`src/rtl/seq_detector_prog.sv`:
```
// Programmable serial pattern detector: loadable pattern, length and overlap mode.
// Optional saturating match counter enabled by defining SEQDET_MATCH_CNT_EN.
module seq_detector_prog #(
    parameter int unsigned PAT_W = 8,
    parameter int unsigned LEN_W = 4,
    parameter int unsigned CNT_W = 8
) (
    input  logic             clk,
    input  logic             rst_n,
    input  logic             in_valid,
    input  logic             in_bit,
    input  logic             cfg_load,
    input  logic [PAT_W-1:0] cfg_pattern,
    input  logic [LEN_W-1:0] cfg_len,
    input  logic             cfg_overlap,
    input  logic             cnt_clr,
    output logic             detected,
    output logic             cfg_err,
    output logic             armed,
    output logic [CNT_W-1:0] match_count
);

    typedef enum logic [1:0] {
        UNCFG = 2'd0,
        FILL  = 2'd1,
        RUN   = 2'd2
    } state_t;

    state_t           state_q, state_d;
    logic [PAT_W-1:0] hist_q, hist_d;
    logic [LEN_W-1:0] hist_cnt_q, hist_cnt_d;
    logic [PAT_W-1:0] pat_q, pat_d;
    logic [LEN_W-1:0] len_q, len_d;
    logic             ovl_q, ovl_d;
    logic             det_q, det_d;
    logic             err_q, err_d;
    logic             armed_q, armed_d;

    logic [PAT_W-1:0] mask;
    logic [PAT_W-1:0] shifted;
    logic [LEN_W-1:0] cnt_inc;
    logic             accept;
    logic             legal;
    logic             hit;
    logic             unused_hist_msb;

    // Only the low len bits of history and pattern take part in the compare.
    assign mask    = {PAT_W{1'b1}} >> (LEN_W'(PAT_W) - len_q);
    assign shifted = {hist_q[PAT_W-2:0], in_bit};
    assign cnt_inc = (hist_cnt_q == len_q) ? hist_cnt_q : hist_cnt_q + LEN_W'(1);
    assign accept  = in_valid && !cfg_load && (state_q != UNCFG);
    assign legal   = (cfg_len != '0) && (cfg_len <= LEN_W'(PAT_W));
    assign hit     = accept && (cnt_inc >= len_q) && (((shifted ^ pat_q) & mask) == '0);
    assign unused_hist_msb = hist_q[PAT_W-1];

    // Next-state and output decode.
    always_comb begin
        state_d    = state_q;
        hist_d     = hist_q;
        hist_cnt_d = hist_cnt_q;
        pat_d      = pat_q;
        len_d      = len_q;
        ovl_d      = ovl_q;
        err_d      = err_q;
        armed_d    = armed_q;
        det_d      = 1'b0;

        if (cfg_load) begin
            if (legal) begin
                pat_d      = cfg_pattern;
                len_d      = cfg_len;
                ovl_d      = cfg_overlap;
                hist_d     = '0;
                hist_cnt_d = '0;
                err_d      = 1'b0;
                armed_d    = 1'b1;
                state_d    = FILL;
            end else begin
                err_d = 1'b1;
            end
        end else if (accept) begin
            hist_d     = shifted;
            hist_cnt_d = cnt_inc;
            det_d      = hit;
            case (state_q)
                FILL: begin
                    if (hit && !ovl_q) begin
                        hist_cnt_d = '0;
                    end else if (cnt_inc == len_q) begin
                        state_d = RUN;
                    end
                end
                RUN: begin
                    if (hit && !ovl_q) begin
                        hist_cnt_d = '0;
                        state_d    = FILL;
                    end
                end
                default: state_d = state_q;
            endcase
        end
    end

    always_ff @(posedge clk or negedge rst_n) begin
        if (!rst_n) begin
            state_q    <= UNCFG;
            hist_q     <= '0;
            hist_cnt_q <= '0;
            pat_q      <= '0;
            len_q      <= '0;
            ovl_q      <= 1'b0;
            det_q      <= 1'b0;
            err_q      <= 1'b0;
            armed_q    <= 1'b0;
        end else begin
            state_q    <= state_d;
            hist_q     <= hist_d;
            hist_cnt_q <= hist_cnt_d;
            pat_q      <= pat_d;
            len_q      <= len_d;
            ovl_q      <= ovl_d;
            det_q      <= det_d;
            err_q      <= err_d;
            armed_q    <= armed_d;
        end
    end

    assign detected = det_q;
    assign cfg_err  = err_q;
    assign armed    = armed_q;

`ifdef SEQDET_MATCH_CNT_EN
    logic [CNT_W-1:0] cnt_q;

    // Clear takes priority over a coincident match; count saturates.
    always_ff @(posedge clk or negedge rst_n) begin
        if (!rst_n) begin
            cnt_q <= '0;
        end else if (cnt_clr) begin
            cnt_q <= '0;
        end else if (det_d && (cnt_q != {CNT_W{1'b1}})) begin
            cnt_q <= cnt_q + CNT_W'(1);
        end
    end

    assign match_count = cnt_q;
`else
    logic unused_cnt_clr;

    assign unused_cnt_clr = cnt_clr;
    assign match_count    = '0;
`endif

endmodule

```
`config.mk`:
```
export PLATFORM = sky130hd
export DESIGN_NAME = seq_detector_prog
export DESIGN_NICKNAME = d
export VERILOG_FILES = /design/src/rtl/seq_detector_prog.sv
export SDC_FILE = /design/constraint.sdc
export NUM_CORES = 1
export LEC_CHECK = 0
export CORE_AREA = 2 2 80 82
export CTS_BUF_LIST = sky130_fd_sc_hd__clkbuf_16
export DETAILED_ROUTE_END_ITERATION = 6
export DIE_AREA = 0 0 82 84
export MAX_ROUTING_LAYER = met4
export SLEW_MARGIN = 20
export SYNTH_ARGS = -nofsm -noshare
export SYNTH_HDL_FRONTEND = slang
export SYNTH_SLANG_ARGS = --single-unit
```
`constraint.sdc`:
```
create_clock -name clk -period 5.05 [get_ports clk]
set_input_delay 0.505 -clock clk [delete_from_list [all_inputs] [get_ports clk]]
set_output_delay 0.505 -clock clk [all_outputs]
set_load 0.02 [all_outputs]
```
==> impl_metrics.json, run 1 <==
{
  "powerDensity_mw_per_mm2": 440,
  "die_x_um": 82,
  "fmax_mhz": 336,
  "whs_ns": 0.467,
  "cts_hold_buf": 0,
  "grt_max_degree": 30,
  "outcome": "finished clean",
  "synth_common_cells": "dfrtp_1, nand2_1, xnor2_1",
  "yosysUniqueCellTypes": 41,
  "netlist_area_mm2": 0.00175,
  "synth_top_area_share": 0.415,
  "n_antenna_cell": 0,
  "drt_first_pass_iters": 4,
  "rr_worst_depth": 10,
  "post_cts.repair.setup_buffers": 0,
  "die_y_um": 84,
  "dieArea_mm2": 0.00689,
  "drt_iter0_markers": 61,
  "rrSetupSlack_ns": 2.08,
  "required_ns": 5.20,
  "grt_pass1_vias": 1247,
  "yosys.area.top_type": "dfrtp_1",
  "overflow": 0,
  "min_path_cells": 1,
  "cts_sinks": 29,
  "rsz0062_at_grt": "no",
  "holdCritPathClass": "reg -> reg",
  "crit_path_end_kind": "flop",
  "clk_path_buf_depth": 2,
  "worstHoldStart": "armed",
  "p_leak_uw": 0.000946,
  "slew_violations": 0,
  "cp_cell_sequence": "xnor2_1, nand4_1, mux2_2, ha_1, and3_1, o21ai_0, a31oi_1, o21ai_0, a221o_1, mux2_4",
  "cp_max_fo": 6,
  "yosysWarnings": 0,
  "portBuffers": 20,
  "final_util": 0.355,
  "worstSetupPathType": "reg -> reg",
  "stdcell_count": 267,
  "hpwl_um": 2330,
  "synth-seq-cells": 29,
  "routedWlPerCell_um": 11.9,
  "cts_tree": "done",
  "coreArea_mm2": 0.00610,
  "io_pins": 30,
  "max_stage_delay_ns": 0.53,
  "antenna_found_initial": 0,
  "synth.most_common_cell": "dfrtp_1",
  "dp_cells": 259,
  "relSlewSlack": 0.526,
  "drive_above_1_share": 0.142,
  "cts-resized-gates": 0,
  "start_kind": "flop",
  "gp_congestion": 0.771,
  "clk_pin_slew_worst_paths_ns": 0.05,
  "cts.htree.levels": 2,
  "hold_violations": 0,
  "drv_cap": 0,
  "ys_async_sr_fraction": 1.00,
  "ys_seq_area_frac": 0.415,
  "rows": 29,
  "synthTopCellsByArea": "dfrtp_1, mux2_2, ha_1",
  "min_to": "armed",
  "path_common_cell": "o21ai_0",
  "skew_ns": 0.00328,
  "syn2layout_area_growth_pct": 23.8,
  "wl_um": 3180,
  "grt_pass1_wl_um": 5870,
  "syn_inst": 166,
  "crit_path_top_delay_cell": "dfrtp_1",
  "via_per_inst": 4.56,
  "cts_buffers": 5,
  "ys.flop_type": "dfrtp_1",
  "num_vias": 1218,
  "worst_ir_drop_vdd_uv": 165,
  "r2r-start": "len_q[2]",
  "timing.rr.end": "state_q[0]",
  "setup_viol": 0,
  "min_period_ns": 2.97,
  "finalSetupTns_ns": 0,
  "worstMarginPinSlew_ns": 0.709,
  "cts_root_buf": "clkbuf_16",
  "postRouteAntennaNets": 0,
  "synth_edf_count": 0,
  "clock_latency_ns": 0.27,
  "grt_usage": 0.112,
  "finalCritPeriodShare": 0.589,
  "layout.nets": 219,
  "synth.avg_cell_area_um2": 10.5,
  "post-route-cell-area_mm2": 0.00216,
  "crit_arrival_ns": 3.13,
  "route.detailed.drc": 0,
  "place_area_mm2": 0.00200,
  "initial_core_util": 0.287
}
## through the flow
step,worst slack [ns],power (uW)
finish,2.08,953
CTS,2.05,967
global placement,2.10,621
global route,1.85,1030
floorplan,2.37,558
detailed placement,2.07,629
## registers in the layout (all words and copies together), names as in the netlist
name,count
armed,1
detected,1
pat_q,8
hist_q,7
len_q,4
ovl_q,1
hist_cnt_q,4
cfg_err,1
state_q,2
## critical path: cells and delay by family, from the launching register on
kind            cells  cell delay, ns
compound gates      4            0.73
xor+xnor            1            0.16
fa+ha+maj           1            0.30
flops               1            0.53
mux                 2            0.69
simple gates        2            0.45
## final cells by class
| cell class | instances | area, um^2 |
|---|---|---|
| fill | 648 | 3930 |
| multi-input combinational | 123 | 931 |
| sequential | 29 | 726 |
| timing repair buffer | 22 | 215 |
| clock buffer | 5 | 125 |
| tap | 77 | 96.3 |
| clock inverter | 3 | 41.3 |
| inverter | 8 | 30.0 |
## placed cells by master, fill, tap and decap left out, drive strengths merged, types with 5 or more instances in the layout
| cell type | count |
|---|---|
| dfrtp | 29 |
| clkdlybuf4s50 | 20 |
| nand2 | 16 |
| xnor2 | 16 |
| mux2 | 15 |
| ha | 11 |
| inv | 8 |
| nand3 | 8 |
| conb | 8 |
| o21ai | 6 |
| clkbuf | 5 |
## worst max-delay path by stage
stage | startpoint | end | slack, ns | depth (start not counted)
2_1_floorplan | len_q[2] | state_q[0] | 2.37 | 11
3_3_place_gp | len_q[2] | state_q[0] | 2.10 | 10
3_5_place_dp | len_q[2] | state_q[0] | 2.07 | 10
4_1_cts | len_q[2] | state_q[0] | 2.05 | 10
5_1_grt | len_q[2] | state_q[0] | 1.85 | 10
6_report | len_q[2] | state_q[0] | 2.08 | 10
## cell families after synthesis
group / after synthesis / share of synthesized area
buffers and inverters: 21 / 0.0673
muxes: 17 / 0.110
DFF: 29 / 0.415
other: 1 / 0.00215
adders and majority gates: 11 / 0.0787
xor gates and xnor gates: 18 / 0.101
AOI/OAI and AO/OA: 26 / 0.103
and+or+nand+nor: 43 / 0.122
## where the power goes
group | switching (uW) | internal [uW]
logic | 145 | 154
registers | 46.8 | 275
clock network | 101 | 230
## metal layers
metal | routed length [um] | track usage
met1 | 1540 | 0.146
met2 | 1490 | 0.166
met3 | 137 | 0.0335
met4 | 15 | 0.0364
met5 | 0 | -
Note: power is estimated with default switching activity, not from simulation.
==> inputs of run 2 (changes only) <==
- clock period: 5.05 -> 2.4 ns (I/O delays scaled with it)
==> run 2 against run 1 <==
Compared with the run above: the run now ends with negative setup slack left; sequential power up 100%; clock skew shrank 0.0014 ns; sequential cell count unchanged; combinational power increased to 2.9 times the previous value; final cell count is 6.7% higher; first-iteration DRC count rose by 1.6%; final area up 6.9%; fmax increased by 10%; count of clock-buffer cells in the layout stayed put; total power up 120%; critical path type unchanged.
==> impl_metrics.json, run 2 (synthesis gave the netlist of run 1 again) <==
{
  "largest_register_ffs": 8,
  "clock_latency_ns": 0.27,
  "fmax_mhz": 371,
  "hpwl_um": 2690,
  "swShare": 0.326,
  "grt_pass1_vias": 1288,
  "clk_path_buf_depth": 2,
  "top_register": "pat_q",
  "rr_worst_depth": 10,
  "antenna_found_initial": 0,
  "n_fill_cell": 626,
  "layout_commonest_cell": "dfrtp_1",
  "die_x_um": 82,
  "coreArea_mm2": 0.00610,
  "violations": "negative setup slack",
  "drt_iter0_markers": 62,
  "p_clk_frac": 0.283,
  "slew_violations": 0,
  "crit_path_end_kind": "flop",
  "skew_ns": 0.00187,
  "total_power_uw": 2100,
  "r2r-start": "len_q[1]",
  "clk_pin_slew_worst_paths_ns": 0.05,
  "drt_first_pass_iters": 4,
  "routedWlPerCell_um": 12.5,
  "rrSetupSlack_ns": -0.30,
  "switchingPower_uw": 683,
  "post_cts.repair.setup_buffers": 0,
  "start_kind": "flop",
  "min_period_ns": 2.70,
  "final.setup.worst_slack_ns": -0.296,
  "p_int_uw": 1410,
  "gp_congestion": 0.766,
  "hold_violations": 0,
  "finalSetupTns_ns": -1.18,
  "route.detailed.drc": 0,
  "n_antenna_cell": 0,
  "worst_ir_drop_vdd_uv": 459,
  "io_pins": 30,
  "cts_sinks": 29,
  "layout_common_cells": "dfrtp_1, clkdlybuf4s50_1, buf_4",
  "cp_max_fo": 4,
  "syn2layout_area_growth_pct": 32.4,
  "grt_max_degree": 30,
  "holdCritPathClass": "in -> async",
  "whs_ns": 0.355,
  "timing.rr.end": "state_q[0]",
  "required_ns": 2.55,
  "outcome": "complete, but fails checks",
  "via_per_inst": 4.53,
  "drv_cap": 0,
  "powerDensity_mw_per_mm2": 906,
  "die_y_um": 84,
  "initial_core_util": 0.287,
  "cts.htree.levels": 2,
  "drive_above_1_share": 0.240,
  "cts_tree": "done",
  "p_seq_frac": 0.309,
  "post-route-cell-area_mm2": 0.00231,
  "finalCritPeriodShare": 1.12,
  "dieArea_mm2": 0.00689,
  "rows": 29,
  "cts_buffers": 5,
  "overflow": 0,
  "grt_usage": 0.122,
  "largestRegisters": "pat_q x8, hist_q x7",
  "place_area_mm2": 0.00216,
  "setup_viol": 6,
  "postRouteAntennaNets": 0,
  "portBuffers": 20,
  "p_leak_uw": 0.00104,
  "crit_arrival_ns": 2.85,
  "worstSetupPathType": "reg -> reg",
  "rsz0062_at_grt": "yes",
  "layout.nets": 237,
  "num_vias": 1291,
  "wl_um": 3570,
  "comb_power_share": 0.408,
  "cts_root_buf": "clkbuf_16",
  "grt_pass1_wl_um": 6190
}
==> run 2: cell count changes in the layout (fill, tap and decap cells not counted), sizes merged <==
cell    change
buf        +18
clkinv      +1
bufinv      -1
==> run 2: cell type report <==
cell class / count / area [um^2] / share of cell area
well taps: 77 / 96.3 / 0.0416
clock inverters: 3 / 17.5 / 0.00757
repair buffers: 40 / 350 / 0.151
inverters: 8 / 30.0 / 0.0130
clock buffers: 5 / 125 / 0.0541
multi-input cells: 123 / 970 / 0.419
flip-flops and latches: 29 / 726 / 0.314
==> run 2: worst max-delay path: stages, from the launching register on <==
cell	delay, ns
dfrtp_1	0.39
xnor2_1	0.16
nand4_1	0.21
mux2_4	0.38
ha_4	0.27
nor2b_4	0.12
o211ai_1	0.10
a31oi_1	0.26
o21ai_1	0.09
a221o_1	0.30
mux2_4	0.30
==> run 2: how the worst max path moves through the flow <==
stage                  to  cells after the start  slack [ns]           from
3_3_place_gp   state_q[0]                     10       -0.25  hist_cnt_q[2]
2_1_floorplan  state_q[0]                     11       -0.26       len_q[2]
5_1_grt        state_q[0]                     10       -0.45       len_q[2]
6_report       state_q[0]                     10       -0.30       len_q[1]
3_5_place_dp   state_q[0]                     10       -0.31  hist_cnt_q[2]
4_1_cts        state_q[0]                     10       -0.30       len_q[2]
==> run 2: routing by layer <==
| layer | track usage | share of wire |
|---|---|---|
| met1 | 0.154 | 0.47 |
| met2 | 0.186 | 0.49 |
| met3 | 0.0346 | 0.035 |
| met4 | 0.0394 | 0.0048 |
| met5 | - | 0 |
==> run 2: per-stage QoR <==
step / cells / worst slack, ns / utilization
finish: 285 / -0.296 / 0.380
global route: 285 / -0.452 / 0.380
CTS: 285 / -0.300 / 0.377
detailed placement: 277 / -0.314 / 0.354
global placement: 277 / -0.245 / 0.354
floorplan: 173 / -0.262 / -
==> run 2: what timing repair did <==
action,in CTS,in global routing
gates resized for setup,0,3
hold endpoints to repair,0,0
setup endpoints to repair,6,6
hold buffers,0,0
pin swaps,3,0
==> run 2: power groups by stage <==
| stage | Clock (uW) | Sequential [uW] | Combinational (uW) |
|---|---|---|---|
| 3_3_place_gp | 0 | 653 | 798 |
| 6_report | 594 | 647 | 856 |
| 2_1_floorplan | 0 | 661 | 554 |
| 3_5_place_dp | 0 | 656 | 824 |
| 5_1_grt | 648 | 656 | 946 |
| 4_1_cts | 609 | 648 | 831 |
